[src/rtl/knn_merge_topk.sv]
// Merges two ascending top-K candidate lists into the K globally smallest words per batch.
// Define KNN_MERGE_STATUS_EN to add the per-batch status word on Output_2.
module knn_merge_topk #(
    parameter int unsigned K          = 8,
    parameter int unsigned DIST_BITS  = 24,
    parameter int unsigned LABEL_BITS = 8
) (
    input  logic                              ap_clk,
    input  logic                              ap_rst_n,
    input  logic [DIST_BITS+LABEL_BITS-1:0]   Input_1_V_V,
    input  logic                              Input_1_V_V_ap_vld,
    output logic                              Input_1_V_V_ap_ack,
    input  logic [DIST_BITS+LABEL_BITS-1:0]   Input_2_V_V,
    input  logic                              Input_2_V_V_ap_vld,
    output logic                              Input_2_V_V_ap_ack,
    output logic [DIST_BITS+LABEL_BITS-1:0]   Output_1_V_V,
    output logic                              Output_1_V_V_ap_vld,
    input  logic                              Output_1_V_V_ap_ack,
    output logic [DIST_BITS+LABEL_BITS-1:0]   Output_2_V_V,
    output logic                              Output_2_V_V_ap_vld,
    input  logic                              Output_2_V_V_ap_ack
);
    localparam int unsigned   W  = DIST_BITS + LABEL_BITS;
    localparam int unsigned   CW = $clog2(K + 1);
    localparam logic [CW-1:0] KC = CW'(K);

    typedef enum logic [1:0] {
        S_MERGE  = 2'd0,
        S_DRAIN  = 2'd1
`ifdef KNN_MERGE_STATUS_EN
        , S_STATUS = 2'd2
`endif
    } state_t;

    state_t          r_state, w_next;
    logic [W-1:0]    r_h1, r_h2, r_out;
    logic            r_h1_vld, r_h2_vld, r_out_vld;
    logic [CW-1:0]   r_rx1, r_rx2, r_tk1, r_tk2, r_ne;
    logic [15:0]     r_bc;

    logic w_acc1, w_acc2, w_exh1, w_exh2, w_out_free;
    logic w_h1_le, w_pick1, w_pick2, w_do_pick, w_batch_done, w_in_open;

    assign w_acc1     = Input_1_V_V_ap_vld & Input_1_V_V_ap_ack;
    assign w_acc2     = Input_2_V_V_ap_vld & Input_2_V_V_ap_ack;
    assign w_exh1     = (r_rx1 == KC) & ~r_h1_vld;
    assign w_exh2     = (r_rx2 == KC) & ~r_h2_vld;
    assign w_out_free = ~r_out_vld | Output_1_V_V_ap_ack;
    // Distances compare unsigned; equal distances favour list 1.
    assign w_h1_le    = r_h1[W-1:LABEL_BITS] <= r_h2[W-1:LABEL_BITS];
    assign w_pick1    = r_h1_vld & (r_h2_vld ? w_h1_le  : w_exh2);
    assign w_pick2    = r_h2_vld & (r_h1_vld ? ~w_h1_le : w_exh1);
    assign w_do_pick  = (r_state == S_MERGE) & w_out_free & (w_pick1 | w_pick2);

`ifdef KNN_MERGE_STATUS_EN
    assign w_batch_done = (r_state == S_STATUS) & Output_2_V_V_ap_ack;
`else
    assign w_batch_done = (r_state == S_DRAIN) & w_exh1 & w_exh2;
    logic w_unused_o2_ack;
    assign w_unused_o2_ack = Output_2_V_V_ap_ack;
`endif

    always_ff @(posedge ap_clk or negedge ap_rst_n) begin
        if (!ap_rst_n) r_state <= S_MERGE;
        else           r_state <= w_next;
    end

    always_comb begin
        w_next = r_state;
        case (r_state)
            S_MERGE: if (w_do_pick && (r_ne == KC - CW'(1))) w_next = S_DRAIN;
            S_DRAIN: begin
                if (w_exh1 && w_exh2) begin
`ifdef KNN_MERGE_STATUS_EN
                    w_next = S_STATUS;
`else
                    w_next = S_MERGE;
`endif
                end
            end
`ifdef KNN_MERGE_STATUS_EN
            S_STATUS: if (Output_2_V_V_ap_ack) w_next = S_MERGE;
`endif
            default: w_next = S_MERGE;
        endcase
    end

    // Input acks are gated by reset so they drop the instant reset asserts.
    always_comb begin
        w_in_open           = ap_rst_n & ((r_state == S_MERGE) | (r_state == S_DRAIN));
        Input_1_V_V_ap_ack  = w_in_open & Input_1_V_V_ap_vld & ~r_h1_vld & (r_rx1 < KC);
        Input_2_V_V_ap_ack  = w_in_open & Input_2_V_V_ap_vld & ~r_h2_vld & (r_rx2 < KC);
        Output_2_V_V_ap_vld = 1'b0;
        Output_2_V_V        = '0;
`ifdef KNN_MERGE_STATUS_EN
        if (r_state == S_STATUS) begin
            Output_2_V_V_ap_vld = 1'b1;
            Output_2_V_V        = W'({r_bc, 8'(r_tk1), 8'(r_tk2)});
        end
`endif
    end

    always_ff @(posedge ap_clk or negedge ap_rst_n) begin
        if (!ap_rst_n) begin
            r_h1     <= '0;
            r_h2     <= '0;
            r_h1_vld <= 1'b0;
            r_h2_vld <= 1'b0;
        end else begin
            if (w_acc1) begin
                r_h1     <= Input_1_V_V;
                r_h1_vld <= 1'b1;
            end else if ((w_do_pick && w_pick1) || (r_state == S_DRAIN)) begin
                r_h1_vld <= 1'b0;
            end
            if (w_acc2) begin
                r_h2     <= Input_2_V_V;
                r_h2_vld <= 1'b1;
            end else if ((w_do_pick && w_pick2) || (r_state == S_DRAIN)) begin
                r_h2_vld <= 1'b0;
            end
        end
    end

    always_ff @(posedge ap_clk or negedge ap_rst_n) begin
        if (!ap_rst_n) begin
            r_rx1 <= '0;
            r_rx2 <= '0;
            r_tk1 <= '0;
            r_tk2 <= '0;
            r_ne  <= '0;
            r_bc  <= '0;
        end else if (w_batch_done) begin
            r_rx1 <= '0;
            r_rx2 <= '0;
            r_tk1 <= '0;
            r_tk2 <= '0;
            r_ne  <= '0;
            r_bc  <= r_bc + 16'd1;
        end else begin
            if (w_acc1) r_rx1 <= r_rx1 + CW'(1);
            if (w_acc2) r_rx2 <= r_rx2 + CW'(1);
            if (w_do_pick) begin
                r_ne <= r_ne + CW'(1);
                if (w_pick1) r_tk1 <= r_tk1 + CW'(1);
                else         r_tk2 <= r_tk2 + CW'(1);
            end
        end
    end

    // A pick may overwrite the word being acked in the same cycle.
    always_ff @(posedge ap_clk or negedge ap_rst_n) begin
        if (!ap_rst_n) begin
            r_out     <= '0;
            r_out_vld <= 1'b0;
        end else if (w_do_pick) begin
            r_out     <= w_pick1 ? r_h1 : r_h2;
            r_out_vld <= 1'b1;
        end else if (Output_1_V_V_ap_ack) begin
            r_out_vld <= 1'b0;
        end
    end

    assign Output_1_V_V        = r_out;
    assign Output_1_V_V_ap_vld = r_out_vld;

endmodule

[config.mk]
export PLATFORM = sky130hd
export DESIGN_NAME = knn_merge_topk
export DESIGN_NICKNAME = d
export VERILOG_FILES = /design/src/rtl/knn_merge_topk.sv
export SDC_FILE = /design/constraint.sdc
export NUM_CORES = 1
export LEC_CHECK = 0
export ABC_AREA = 1
export BUFFER_PORTS_ARGS = -buffer_cell sky130_fd_sc_hd__clkbuf_2
export CAP_MARGIN = 20
export CORE_UTILIZATION = 50
export CTS_BUF_LIST = sky130_fd_sc_hd__clkbuf_4 sky130_fd_sc_hd__clkbuf_8
export CTS_CLUSTER_SIZE = 40
export DETAILED_ROUTE_END_ITERATION = 10
export GPL_TIMING_DRIVEN = 0
export PLACE_DENSITY = 0.83
export SETUP_SLACK_MARGIN = 0.3
export SYNTH_ARGS = -nofsm -noshare
export SYNTH_HDL_FRONTEND = slang
export SYNTH_SLANG_ARGS = --single-unit
[constraint.sdc]
create_clock -name ap_clk -period 2.1 [get_ports ap_clk]
set_input_delay 0.105 -clock ap_clk [delete_from_list [all_inputs] [get_ports ap_clk]]
set_output_delay 0.105 -clock ap_clk [all_outputs]
set_load 0.02 [all_outputs]
### Yosys cells after proc, flatten, opt, wreduce, memory -nomap -nowiden

Cells that the tools add are included.

* shift operators: 0
* mux-type cells: 18
* bitwise logic cells: 24
* divide/modulo/power cells: 0
* equal/unequal tests: 6
* reduce and logical (&&, ||, !) cells: 14
* order comparisons: 3
* add/sub/neg operators: 3
* $mul: 0

Operators with widths (count)
* 2-to-1 mux 32 bit: 1
* <= comparator 24 bit: 1
* 2-to-1 mux 4 bit: 6
* AND 1 bit: 17
* adder 4 x 1 -> 4 bit (second input constant): 3
* nonzero test 2 bit: 6
* == test 4 bit (second input constant): 2
* < comparator 4 bit (second input constant): 2
* 2-to-1 mux 1 bit: 8
* == test 4 x 3 -> 1 bit (second input constant): 1
* logical AND 1 bit: 4
* 2-to-1 mux 2 bit: 2
* != test 2 x 1 -> 1 bit (second input constant): 2
* inverter 1 bit: 4
* one-hot mux 2 bit (2 select lines): 1
* OR 1 bit: 3
* == test 2 x 1 -> 1 bit (second input constant): 1
* zero test 2 bit: 1
* logical OR 1 bit: 2
* AND reduction 2 bit: 1

* output and inout bits: 68
* register bits after elaboration: 113
* memories kept: 0
* RAM bits: 0
* ROM bits: 0
* word-level logic and storage cells: 78
* input bits: 70
* bits in latches: 0

### Depth between registers and ports, before layout

* depth after elaboration: 10
* mapped depth: 20
* gate-level depth less buffers: 19

### Worst setup path before layout

OpenSTA, ideal clock, no wires.

* path kind: reg-to-reg
* start point: register r_h1[23]
* end point: register r_out[10], in the netlist Output_1_V_V[10]
* setup time: 117 ps
* path slack: 143 ps
* cell stages (with the launch flop): 15
* arrival time: 1840 ps
* path buffers: 2
* data required time: 1983 ps
* period minus slack after synthesis: 1957 ps
* cells stage by stage: dfrtp_1 -> ha_1 -> nand2_1 -> nor2_1 -> nand4_1 -> nor2_1 -> nand3_1 -> nand2_1 -> nand2_1 -> nand2_4 -> nand3_4 -> buf_6 -> buf_6 -> nand3_1 -> nand2_1

* word-level cells in the longest chain between the ends: 6
* elaborated cells on any way between the ends: 9
* those cells by class: order compare: 1; mux: 3; bitwise: 5

RTL lines
* start, declared: RTL line 36 `logic [W-1:0] r_h1, r_h2, r_out;`
* start signal, assigned: RTL line 111 `r_h1 <= Input_1_V_V;`
* <= comparator 24 bit (*): RTL line 50 `assign w_h1_le = r_h1[W-1:LABEL_BITS] <= r_h2[W-1:LABEL_BITS];`
* inverter 1 bit: RTL line 52 `assign w_pick2 = r_h2_vld & (r_h1_vld ? ~w_h1_le : w_exh1);`
* 2-to-1 mux 1 bit: RTL line 52
* AND 1 bit: RTL line 52
* OR 1 bit: RTL line 53 `assign w_do_pick = (r_state == S_MERGE) & w_out_free & (w_pick1 | w_pick2);`
* AND 1 bit: RTL line 53
* end signal, assigned: RTL line 157 `r_out <= w_pick1 ? r_h1 : r_h2;`
* end, declared: RTL line 36

Mark *: on every way between the ends. The rest lies on a longest branch, timed or not.
A chain may end at the register's enable or synchronous reset.

### Worst setup path after layout

* start point: register r_h1[13]
* end point: register r_out[15], in the netlist Output_1_V_V[15]

Same word-level chain as after synthesis.

==> results.py <==
metrics = {
    "run_status": {
        "status": "finished, violations left",
        "violations": "negative hold slack, negative setup slack",
    },
    "critical_path": {
        "max_stage_delay_ps": 420,
        "crit_path_end_kind": "register",
        "crit_path_top_delay_cell": "dfrtp_1",
        "crit_type": "register to register",
        "worstPathRequired_ps": 2390,
        "cp_max_fo": 6,
        "arrival_ps": 2600,
        "crit_top_cell": "nand2_1",
        "crit_chain": "ha_1 > a21oi_1 > nor2_1 > nor2_1 > nand2_1 > nand2_1 > nand3_2 > nand2_2 > nand2_2 > nand2_4 > nand3_4 > buf_12 > clkbuf_16 > nand3_2 > nand2_1",
        "worstSetupStartpointType": "register",
    },
    "grt": {
        "grt_pass1_wl_um": 24900,
        "antenna_found_initial": 0,
        "grt_usage": 0.273,
        "grt_max_degree": 115,
        "grt_pass1_vias": 5360,
        "overflow": 0,
    },
    "floorplan": {
        "rows": 39,
        "die_area_um2": 12100,
        "core_um2": 11400,
        "die_h_um": 110,
        "pin_count": 138,
        "start_util": 0.513,
        "die_x_um": 110,
    },
    "pwr": {
        "switchingPower_uw": 901,
        "combPwrFrac": 0.086,
        "clockPowerShare": 0.325,
        "p_per_area_nw_per_um2": 448,
        "p_sw_frac": 0.246,
        "p_total_uw": 3660,
        "share_seq_of_total_power": 0.589,
        "p_int_uw": 2760,
        "p_leak_uw": 0.00469,
        "peakVddDrop_v": 0.000421,
    },
    "cells_and_area": {
        "area_growth_pct": 40.3,
        "finalNonFillerCells": 1118,
        "n_fill_cell": 825,
        "final_nets": 1070,
        "layout_common_cells": "305 x nand2_1, 112 x dfrtp_1, 102 x clkbuf_2",
        "n_antenna_cell": 0,
        "layout_commonest_cell": "nand2_1",
        "multiInputGateArea_um2": 2860,
        "seqCellArea_um2": 2800,
        "layout-drive-gt1-share": 0.272,
    },
    "placed_design": {
        "port_buffers": 103,
        "post-place-ws_ps": -308,
        "dpl.hpwl_um": 9780,
        "dp_cells": 1016,
        "gp_congestion": 0.806,
    },
    "detailed_routing": {
        "ant_nets": 0,
        "vias_per_cell": 5.10,
        "drt_wl_total_um": 16900,
        "first_iter_violations": 485,
        "firstDrtPassIters": 6,
        "wl_per_cell_um": 15.1,
        "vias": 5700,
        "drc": 0,
    },
    "job": {
        "maxCapViolCount": 0,
    },
    "timing": {
        "rsz0062_at_grt": "yes",
        "finalSetupViolations": 40,
        "setup_ws_ps": -209,
        "clock-skew-final_ps": 13.5,
        "slew_viol_final": 0,
        "hold_viol": 112,
        "max_slew_margin": 0.600,
        "fin_setup_tns_ps": -6490,
        "tightest_slew_ps": 600,
        "period_minus_slack_ps": 2310,
        "post-route-period-util": 1.10,
        "fmax_mhz": 433,
        "hold_ws_ps": -326,
    },
    "synth": {
        "synth_seq_area_share": 0.481,
        "yosys_warnings": 0,
        "synthCells": 738,
        "synth-seq-cells": 112,
        "netlist_area_um2": 5830,
        "postSynthAreaPerCell_um2": 7.90,
        "synth.distinct_cells": 25,
    },
    "clock_network": {
        "cts.hold.buffers_added": 65,
        "h-tree-depth": 3,
        "clockBufferDepth": 2,
        "cts_sinks": 112,
        "path_clk_slew_ps": 110,
        "cts_tree": "done",
        "clk_latency_ps": 400,
        "cts_buffers": 9,
        "clock-root-buffer": "clkbuf_8",
    },
    "min_path": {
        "hold_path_class": "input port to async pin",
    },
}
==> layer usage <==
layer | global-route usage | vias up | share of wire | wire (um)
li1 | - | 2721 | - | -
met1 | 0.340 | 2658 | 0.40 | 6760
met2 | 0.475 | 268 | 0.51 | 8600
met3 | 0.0587 | 53 | 0.067 | 1140
met4 | 0.0819 | 0 | 0.025 | 431
met5 | 0 | - | 0 | 0
==> final cells by class <==
| class | count | area share |
|---|---|---|
| Clock buffer | 10 | 0.0161 |
| Buffer | 68 | 0.0660 |
| Tap cell | 143 | 0.0219 |
| Multi-Input combinational cell | 537 | 0.350 |
| Timing Repair Buffer | 190 | 0.174 |
| Inverter | 53 | 0.0243 |
| Clock inverter | 5 | 0.00428 |
| Sequential cell | 112 | 0.343 |
==> critical path, delay by kind of cell, from the launching register on <==
family	cells	cell delay, ps
AO/OA/AOI/OAI	1	180
adder cells (fa/ha/maj)	1	340
buffers and inverters	2	340
flip-flops	1	420
AND/OR/NAND/NOR	11	910
==> cells by family after synthesis <==
| kind of cell | count (synthesis) | share of synthesized area |
|---|---|---|
| AO/OA/AOI/OAI | 40 | 0.0361 |
| XOR/XNOR | 4 | 0.00601 |
| adder cells (fa/ha/maj) | 29 | 0.0623 |
| buffers and inverters | 121 | 0.110 |
| flip-flops | 112 | 0.481 |
| other | 1 | 0.000643 |
| AND/OR/NAND/NOR | 431 | 0.304 |
==> final timing paths <==
check,depth (start not counted),startpoint,end,slack [ps]
worst max-delay path,15,r_h1[13]$_DFFE_PN0P_,Output_1_V_V[15]$_DFFE_PN0P_,-210
worst min-delay path,1,ap_rst_n,r_h1[28]$_DFFE_PN0P_,-330
worst max register to register,15,r_h1[13]$_DFFE_PN0P_,Output_1_V_V[15]$_DFFE_PN0P_,-210
worst min register to register,2,r_h1[6]$_DFFE_PN0P_,r_h1[6]$_DFFE_PN0P_,490
max in group asynchronous,1,ap_rst_n,r_h2[6]$_DFFE_PN0P_,1990
min in group ap_clk,5,Input_2_V_V_ap_vld,r_rx2[3]$_DFFE_PN0P_,150
==> synthesized netlist by cell type <==
library cell  count  share of area
a21o_1            2         0.0026
a21oi_1          11         0.0094
buf_1             3         0.0019
buf_2             7         0.0060
buf_4            41          0.053
buf_6             3         0.0058
clkbuf_1         14         0.0090
clkinv_1          1        0.00064
conb_1            1        0.00064
dfrtp_1         112           0.48
ha_1             29          0.062
inv_1            52          0.033
nand2_1         318           0.20
nand2_2           2         0.0021
nand2_4           2         0.0039
nand3_1          79          0.068
nand3_4           1         0.0030
nand4_1           7         0.0075
nor2_1           17          0.011
nor3_1            5         0.0043
o211ai_1          1         0.0013
o21ai_0          25          0.021
o21bai_1          1         0.0013
xnor2_1           1         0.0015
xor2_1            3         0.0045
==> stage by stage <==
stage                     cell area [um^2]  utilization
after floorplan                       6010            -
final                                 8180        0.719
after global routing                  8180        0.719
after CTS                             7810        0.687
after global placement                6710        0.590
after detailed placement              6720        0.591
==> flip-flops by register name, indices dropped and copies added (netlist names) <==
register	cells
r_h1_vld	1
r_ne	4
r_h2	32
r_state	1
r_rx1	4
r_h2_vld	1
Output_1_V_V_ap_vld	1
r_h1	32
r_rx2	4
Output_1_V_V	32
==> repair_timing <==
action                     CTS  global route
pin swaps                   14            30
resized for setup           37            59
gates cloned                 0             2
setup endpoints to repair   75            49
setup buffers               12             8
hold endpoints to repair   177           112
==> power groups by stage <==
stage / logic, uW / clock network, uW / registers (uW)
finish: 314 / 1190 / 2160
global route: 344 / 1280 / 2160
CTS: 308 / 1200 / 2160
detailed placement: 211 / 0 / 2200
global placement: 210 / 0 / 2200
floorplan: 98.2 / 0 / 2200
No activity file was read; power rests on OpenSTA's default activity.
